File: src/rtl/ntt_coe_loader_pkg.sv
// Shared constants and state encoding for the NTT coefficient loader and core control.
package ntt_coe_loader_pkg;

  localparam int unsigned LANES         = 8;
  localparam int unsigned LANE_W        = $clog2(LANES);
  localparam int unsigned COE_WIDTH_DEF = 35;
  localparam int unsigned N_COE_DEF     = 4096;
  localparam int unsigned ADDR_W_DEF    = 9;

  typedef enum logic [2:0] {
    ST_IDLE  = 3'd0,
    ST_LOAD  = 3'd1,
    ST_FLUSH = 3'd2,
    ST_START = 3'd3,
    ST_WAIT  = 3'd4
  } ld_state_e;

endpackage

File: src/rtl/ntt_coe_packer.sv
// Packs LANES serial coefficients into one bank word; a short final word is zero-padded.
module ntt_coe_packer
  import ntt_coe_loader_pkg::*;
#(
  parameter int unsigned COE_WIDTH = COE_WIDTH_DEF
) (
  input  logic                       clk,
  input  logic                       rst,
  input  logic                       beat_i,
  input  logic [COE_WIDTH-1:0]       data_i,
  input  logic                       last_i,
  output logic                       we_o,
  output logic [LANES*COE_WIDTH-1:0] word_o
);

  localparam int unsigned WORD_W = LANES * COE_WIDTH;

  logic [LANE_W-1:0] lane_q, lane_d;
  logic [WORD_W-1:0] pack_q, pack_d, word_q;
  logic              we_q;
  logic              word_done;

  // Lane 0 starts from an all-zero word, which provides the padding for short words.
  always_comb begin
    pack_d = (lane_q == '0) ? '0 : pack_q;
    for (int k = 0; k < LANES; k++) begin
      if (lane_q == LANE_W'(k)) begin
        pack_d[k*COE_WIDTH +: COE_WIDTH] = data_i;
      end
    end
    word_done = beat_i && (last_i || (lane_q == LANE_W'(LANES - 1)));
    lane_d    = word_done ? '0 : lane_q + LANE_W'(1);
  end

  always_ff @(posedge clk) begin
    if (rst) begin
      lane_q <= '0;
      pack_q <= '0;
      word_q <= '0;
      we_q   <= 1'b0;
    end else begin
      we_q <= word_done;
      if (beat_i) begin
        lane_q <= lane_d;
        pack_q <= pack_d;
      end
      if (word_done) begin
        word_q <= pack_d;
      end
    end
  end

  assign we_o   = we_q;
  assign word_o = word_q;

endmodule

File: src/rtl/ntt_coe_loader.sv
// Streams one polynomial into the left B-bank, then starts the NTT core and waits for it.
module ntt_coe_loader
  import ntt_coe_loader_pkg::*;
#(
  parameter int unsigned COE_WIDTH = COE_WIDTH_DEF,
  parameter int unsigned N_COE     = N_COE_DEF,
  parameter int unsigned ADDR_W    = ADDR_W_DEF
) (
  input  logic                       clk,
  input  logic                       rst,
  input  logic                       s_valid,
  output logic                       s_ready,
  input  logic [COE_WIDTH-1:0]       s_data,
  input  logic                       s_last,
  output logic                       o_we_b_l,
  output logic [ADDR_W-1:0]          o_addr_b_l,
  output logic [LANES*COE_WIDTH-1:0] o_data_b_l,
  output logic                       ntt_start,
  input  logic                       ntt_done,
  output logic                       busy,
  output logic                       err_len
);

  localparam int unsigned       CNT_W     = $clog2(N_COE);
  localparam logic [CNT_W-1:0]  LAST_IDX  = CNT_W'(N_COE - 1);
  localparam logic [ADDR_W-1:0] LAST_ADDR = ADDR_W'(N_COE / LANES - 1);

  ld_state_e         state_q;
  logic              s_ready_q, busy_q, start_q, err_q;
  logic [CNT_W-1:0]  idx_q;
  logic [ADDR_W-1:0] addr_q;
  logic              beat, at_end, last_eff, pk_we;

  assign beat     = s_valid && s_ready_q;
  assign at_end   = (idx_q == LAST_IDX);
  assign last_eff = s_last || at_end;

  ntt_coe_packer #(
    .COE_WIDTH (COE_WIDTH)
  ) u_packer (
    .clk    (clk),
    .rst    (rst),
    .beat_i (beat),
    .data_i (s_data),
    .last_i (last_eff),
    .we_o   (pk_we),
    .word_o (o_data_b_l)
  );

  always_ff @(posedge clk) begin
    if (rst) begin
      state_q   <= ST_IDLE;
      s_ready_q <= 1'b0;
      busy_q    <= 1'b0;
      start_q   <= 1'b0;
      err_q     <= 1'b0;
      idx_q     <= '0;
      addr_q    <= '0;
    end else begin
      start_q <= 1'b0;
      // Address advances after each write but parks on the final word address.
      if (pk_we && (addr_q != LAST_ADDR)) begin
        addr_q <= addr_q + ADDR_W'(1);
      end
      case (state_q)
        ST_IDLE, ST_LOAD: begin
          s_ready_q <= 1'b1;
          if (beat) begin
            busy_q <= 1'b1;
            idx_q  <= idx_q + CNT_W'(1);
            if (state_q == ST_IDLE) begin
              err_q <= 1'b0;
            end
            if (last_eff) begin
              if (!(s_last && at_end)) begin
                err_q <= 1'b1;
              end
              s_ready_q <= 1'b0;
              state_q   <= ST_FLUSH;
            end else begin
              state_q <= ST_LOAD;
            end
          end
        end
        ST_FLUSH: begin
          start_q <= 1'b1;
          state_q <= ST_START;
        end
        ST_START: begin
          state_q <= ST_WAIT;
        end
        ST_WAIT: begin
          if (ntt_done) begin
            state_q   <= ST_IDLE;
            busy_q    <= 1'b0;
            s_ready_q <= 1'b1;
            idx_q     <= '0;
            addr_q    <= '0;
          end
        end
        default: begin
          state_q <= ST_IDLE;
        end
      endcase
    end
  end

  assign s_ready    = s_ready_q;
  assign o_we_b_l   = pk_we;
  assign o_addr_b_l = addr_q;
  assign ntt_start  = start_q;
  assign busy       = busy_q;
  assign err_len    = err_q;

endmodule

File: config.mk
export PLATFORM = sky130hd
export DESIGN_NAME = ntt_coe_loader
export DESIGN_NICKNAME = d
export VERILOG_FILES = /design/src/rtl/ntt_coe_loader_pkg.sv /design/src/rtl/ntt_coe_packer.sv /design/src/rtl/ntt_coe_loader.sv
export SDC_FILE = /design/constraint.sdc
export NUM_CORES = 1
export LEC_CHECK = 0
export BUFFER_PORTS_ARGS = -buffer_cell sky130_fd_sc_hd__buf_2
export CORE_AREA = 2 2 231 233
export DETAILED_ROUTE_END_ITERATION = 10
export DIE_AREA = 0 0 233 235
export MAX_ROUTING_LAYER = met4
export PLACE_DENSITY_LB_ADDON = 0.12
export SYNTH_ARGS = -nofsm -noshare
export SYNTH_HDL_FRONTEND = slang
export SYNTH_SLANG_ARGS = --single-unit
export TNS_END_PERCENT = 30
File: constraint.sdc
create_clock -name clk -period 2.4 [get_ports clk]
set_input_delay 0.36 -clock clk [delete_from_list [all_inputs] [get_ports clk]]
set_output_delay 0.36 -clock clk [all_outputs]
set_load 0.02 [all_outputs]
# Word-level counts from Yosys, hierarchy flattened
# Index checks and enable logic that the tools add are counted.
op_classes:
  n_eq_ne: 15
  reduce_logical: 14
  muxes: 31
  add_sub_neg: 3
ops:
  columns: ["cell", "n"]
  rows:
  - ["two-way mux 280 bit", 1]
  - ["two-way mux 35 bit", 8]
  - ["two-way mux 9 bit", 3]
  - ["two-way mux 12 bit", 2]
  - ["one-hot mux 12 bit (2 select lines)", 1]
  - ["equality test 3 bit, second input constant", 5]
  - ["adder 12 x 1 -> 12 bit, second input constant", 1]
  - ["equality test 12 bit, second input constant", 1]
  - ["equality test 3 x 2 -> 1 bit, second input constant", 4]
  - ["one-hot mux 3 bit (4 select lines)", 1]
  - ["adder 9 x 1 -> 9 bit, second input constant", 1]
  - ["two-way mux 1 bit", 9]
  - ["two-way mux 3 bit", 3]
  - ["!= test 9 bit, second input constant", 1]
  - ["equality test 3 x 1 -> 1 bit, second input constant", 2]
  - ["zero test 3 bit", 2]
  - ["AND reduction 2 bit", 3]
  - ["logical AND 1 bit", 4]
  - ["one-hot mux 1 bit (2 select lines)", 2]
  - ["adder 3 x 1 -> 3 bit, second input constant", 1]
  - ["AND reduction 3 bit", 1]
  - ["logical OR 1 bit", 2]
  - ["two-way mux 2 bit", 1]
  - ["!= test 2 x 1 -> 1 bit, second input constant", 1]
  - ["3 further kinds", 3]
word_totals:
  ff_bits: 592
  out_inout_bits: 294

# Longest topological paths before layout
logic_depth:
  ltp_word: 5
  mapped_depth: 10
  ltp_nobuf: 8

# Hierarchy
# From an unflattened synthesis, not the netlist that was laid out.
hier_totals:
  cells_unflattened: 2477
  area_unflattened_um2: 24050.6
modules_own_cells:
  columns: ["module", "area_each_um2", "cells_per_inst", "n_inst"]
  rows:
  - ["ntt_coe_packer", 22651.7, 2314, 1]
  - ["ntt_coe_loader", 1398.8, 163, 1]

# Worst setup path after synthesis
# OpenSTA, ideal clock, no wires.
synth_path:
  kind: "register to register"
  start: "reg u_packer.lane_q[2]"
  end: "reg u_packer.word_q[110] (netlist: u_packer.word_o[110])"
  slack_ns: 0.349
  path_buffers: 4
  t_arrival_ns: 1.919
  setup_time_ns: 0.132
  stages_incl_launch_ff: 11
  path_cell_list: "dfxtp_1 -> buf_2 -> clkbuf_1 -> inv_1 -> ha_1 -> clkbuf_1 -> clkbuf_1 -> nand2_1 -> o21ai_0 -> o211ai_1 -> a21oi_1"
synth_via:
  elab_chain_len: 3
  word_cells_on_any_way: 7
  cone_classes: "2 x eq/ne; 2 x mux; 3 x reduce/logical"
synth_rtl:
  columns: ["element", "line_no", "source"]
  rows:
  - ["start, declared", "ntt_coe_packer.sv:18", "logic [LANE_W-1:0] lane_q, lane_d;"]
  - ["start signal, assigned", "ntt_coe_packer.sv:44", "lane_q <= lane_d;"]
  - ["zero test 3 bit / equality test 3 bit (equally long branches)", "ntt_coe_packer.sv:25, ntt_coe_packer.sv:31", null]
  - ["two-way mux 280 bit / logical OR 1 bit (equally long branches)", "ntt_coe_packer.sv:25, ntt_coe_packer.sv:31", null]
  - ["two-way mux 35 bit / logical AND 1 bit (equally long branches)", "ntt_coe_packer.sv:27, ntt_coe_packer.sv:31", null]
  - ["end signal, assigned", "ntt_coe_packer.sv:48", "word_q <= pack_d;"]
  - ["end, declared", "ntt_coe_packer.sv:19", "logic [WORD_W-1:0] pack_q, pack_d, word_q;"]
# Parallel ways exist; a longest one is shown, timed or not.
# A chain may end at the register's enable or synchronous reset.

# Final worst setup path
layout_path:
  start: "reg idx_q[0]"
  end: "reg u_packer.word_q[13] (netlist: u_packer.word_o[13])"
layout_via:
  elab_chain_len: 4
layout_rtl:
  columns: ["element", "line_no", "source"]
  rows:
  - ["start, declared", "ntt_coe_loader.sv:30", "logic [CNT_W-1:0] idx_q;"]
  - ["start signal, assigned", "ntt_coe_loader.sv:70", "idx_q <= idx_q + CNT_W'(1);"]
  - ["equality test 12 bit", "ntt_coe_loader.sv:35", "assign at_end = (idx_q == LAST_IDX);"]
  - ["logical OR 1 bit", "ntt_coe_loader.sv:36", "assign last_eff = s_last || at_end;"]
  - ["logical OR 1 bit", "ntt_coe_packer.sv:31", "word_done = beat_i && (last_i || (lane_q == LANE_W'(LANES - 1)));"]
  - ["logical AND 1 bit", "ntt_coe_packer.sv:31", null]
# No other way between the ends.

==> impl_metrics.env <==
export IMPL_worst_slew_pin_transition_ps=800.7
export IMPL_synth_compound_area_share_pct=29.45
export IMPL_cts_htree_levels=2
export IMPL_max_freq_mhz=465.0
export IMPL_start_util_pct=49.46
export IMPL_fin_tns_setup_ps=0
export IMPL_power_per_cell_area_nw_per_um2=727.0
export IMPL_nFillCells=4682
export IMPL_gp_congestion=0.8406
export IMPL_seqPwrFrac_pct=46.8
export IMPL_grt_pass1_wl_um=132900
export IMPL_core_area_sq_um=52240
export IMPL_ys_warn_count=0
export IMPL_maxCapViolCount=0
export IMPL_synth_top_cell_by_area="dfxtp_1"
export IMPL_synth_seq_cells=592
export IMPL_finalSetupViolCount=0
export IMPL_clk_path_buf_depth=3
export IMPL_final_cells=3928
export IMPL_antenna_cells=0
export IMPL_gr_usage_met2_pct=48.19
export IMPL_post_cts_setup_buffers=0
export IMPL_synthAdderAreaFrac_pct=0.4359
export IMPL_gr_usage_met3_pct=3.968
export IMPL_start_kind="flip-flop"
export IMPL_synthArstFlopShare_pct=0
export IMPL_ys_flop_type="dfxtp_1"
export IMPL_synth_area_leaders="dfxtp_1 (46%), a21oi_1 (11%), nand2_1 (7.3%)"
export IMPL_regArea_sq_um=11860
export IMPL_yosysUniqueCellTypes=54
export IMPL_hold_buffers=0
export IMPL_end_kind="flip-flop"
export IMPL_post_cts_resized=0
export IMPL_grtUsageTotal_pct=32.04
export IMPL_grt_ovfl_total=0
export IMPL_critical_path_class="reg -> reg"
export IMPL_synth_cells=3094
export IMPL_synth_top_family_by_area="compound AO/OA/AOI/OAI gates"
export IMPL_synthMuxAreaShare_pct=1.555
export IMPL_combPwrFrac_pct=8.9
export IMPL_placed_cells_incl_taps=3818
export IMPL_syn_nets=3143
export IMPL_numCtsBuffers=61
export IMPL_antenna_found_initial=2
export IMPL_num_io_pins=334
export IMPL_grt_max_degree=164
export IMPL_die_w_um=233
export IMPL_intPower_mw=16.25
export IMPL_cts_sinks=592
export IMPL_cts_reportedPaths_clkPinSlew_ps=60
export IMPL_drc=0
export IMPL_outcome="complete, no violations"
export IMPL_grt_busiest_layer="met2"
export IMPL_power_leakage_nw=11.54
export IMPL_rows=84
export IMPL_vias=24253
export IMPL_cts_root_buf="clkbuf_16"
export IMPL_finalCriticalPeriod_ps=2151
export IMPL_synth_edf_count=0
export IMPL_relSlewSlack_pct=46.62
export IMPL_port_buffers=333
export IMPL_die_y_um=235
export IMPL_drive_above_1_share_pct=17.93
export IMPL_synth_simple_area_share_pct=16.00
export IMPL_fin_crit_sh_pct=89.61
export IMPL_finalClockSkew_ps=12.76
export IMPL_detail_route_antenna_nets=0
export IMPL_synth_avg_cell_area_sq_um=8.350
export IMPL_worst_slack_ps=249.3
export IMPL_hpwl_um=52950
export IMPL_grt_pass1_vias=21826
export IMPL_dieArea_sq_um=54760
export IMPL_cp_max_fo=37
export IMPL_required_ps=2920
export IMPL_rsz0062_at_grt="no"
export IMPL_finish_net_count=3242
export IMPL_via_per_inst=6.174
export IMPL_hold_violations=0
export IMPL_min_delay_path_class="in -> reg"
export IMPL_max_vdd_ir_drop_uv=586.0
export IMPL_synth_xor_area_share_pct=0.3390
export IMPL_first_pass_iters=6
export IMPL_clk_latency_ps=620
export IMPL_drv_slew=0
export IMPL_wl_per_cell_um=22.64
export IMPL_area_delta_synth_final_pct=15.97
export IMPL_place_ws_ps=281.8
export IMPL_fin_util_pct=57.36
export IMPL_use_met1_pct=43.16
export IMPL_drt_iter0_markers=2818
export IMPL_wl_um=88920
export IMPL_synthesis_area_sq_um=25830
export IMPL_clkPwrFrac_pct=44.3
export IMPL_cts_tree="yes"
export IMPL_synth_top_area_share_pct=45.88
export IMPL_ys_seq_area_share_pct=45.88
export IMPL_p_switching_mw=5.530
export IMPL_multiInputGateArea_sq_um=12440
export IMPL_switching_share_pct=25.39
export IMPL_worstPathArrival_ps=2670
==> power by group through the flow <==
stage | Combinational [mW] | Clock [mW] | Sequential [mW]
3_3_place_gp | 1.89 | 0 | 10.4
4_1_cts | 1.92 | 9.77 | 10.2
5_1_grt | 2.04 | 10.1 | 10.2
2_1_floorplan | 1.06 | 0 | 10.5
3_5_place_dp | 1.91 | 0 | 10.4
6_report | 1.94 | 9.65 | 10.2
==> routing by layer <==
metal / vias up / routed length, um / part of all wire [%]
met5: - / 0 / 0
met4: 0 / 4121 / 4.6
met3: 195 / 6303 / 7.1
met2: 1025 / 40270 / 45
met1: 11797 / 38230 / 43
li1: 11236 / - / -
==> synth_stat cells (3+ instances only) <==
cell      count
dfxtp_1     592
a21oi_1     550
nand2_1     505
nand3_1     251
clkbuf_1    229
o211ai_1    228
buf_2       111
a22o_1      106
o21a_1       53
a21bo_2      52
o22a_1       52
nor2_1       43
mux2i_1      39
nand2b_1     38
nand3b_1     38
o21ai_0      38
o211a_1      36
buf_1        24
a221oi_1     18
ha_1          9
buf_6         7
nand4_1       7
xor2_1        7
and2_1        5
inv_1         5
nor2b_1       4
nor3_1        4
a211oi_1      3
and3_1        3
buf_4         3
xnor2_1       3
==> logic make-up (layout without fill, tap and decap cells) <==
family,after synthesis,after routing
AO/OA/AOI/OAI,1148,1148
AND/OR/NAND/NOR,913,913
flip-flops,592,592
buffers and inverters,382,528
multiplexers,40,40
XOR/XNOR,10,10
adder cells (fa/ha/maj),9,9
==> final timing paths <==
kind | start | depth (start not counted) | slack, ps | to
hold reg to reg | u_packer.pack_q[196] | 2 | 450 | u_packer.pack_q[196]
hold / removal | ntt_done | 3 | 70 | state_q[2]
setup / recovery | idx_q[0] | 7 | 250 | u_packer.word_o[13]
setup reg to reg | idx_q[0] | 7 | 250 | u_packer.word_o[13]
==> cell usage in the layout, fill, tap and decap left out, types with 36 or more instances in the layout <==
| master | n |
|---|---|
| a21bo_2 | 52 |
| a21oi_1 | 550 |
| a22o_1 | 106 |
| buf_12 | 39 |
| buf_2 | 332 |
| buf_4 | 40 |
| clkbuf_16 | 61 |
| dfxtp_1 | 591 |
| mux2i_1 | 39 |
| nand2_1 | 503 |
| nand2b_1 | 38 |
| nand3_1 | 251 |
| nand3b_1 | 38 |
| nor2_1 | 42 |
| o211a_1 | 36 |
| o211ai_1 | 228 |
| o21a_1 | 53 |
| o21ai_0 | 38 |
| o22a_1 | 52 |
==> critical path: stages, from the launching register on <==
cell and delay (ps):
dfxtp_1 410, ha_1 290, and4_1 320, a31o_4 240
buf_12 220, buf_12 240, o211ai_1 130, o211a_1 160
==> registers in the layout, summed over array words and instances, names as in the netlist <==
name and count:
u_packer.we_o 1, o_addr_b_l 9, idx_q 12, err_len 1, state_q 3, u_packer.pack_q 280, busy 1, u_packer.lane_q 3
s_ready 1, ntt_start 1, u_packer.word_o 280
==> area by class of cell <==
type	instances	share of cell area, %
Multi-Input combinational cell	2120	41.53
Inverter	6	0.07517
Clock inverter	18	0.7267
Timing Repair Buffer	412	9.204
Tap cell	688	2.873
Sequential cell	592	39.57
Clock buffer	92	6.018
==> through the flow <==
stage	hold slack (ps)	power, mW	area, sq um
after global routing	70.16	22.39	29960
after floorplan	430.9	11.54	25830
after CTS	48.46	21.87	29960
after global placement	436.0	12.28	27940
final	72.77	21.78	29960
after detailed placement	441.3	12.31	27940
Note: power is estimated with default switching activity, not from simulation.
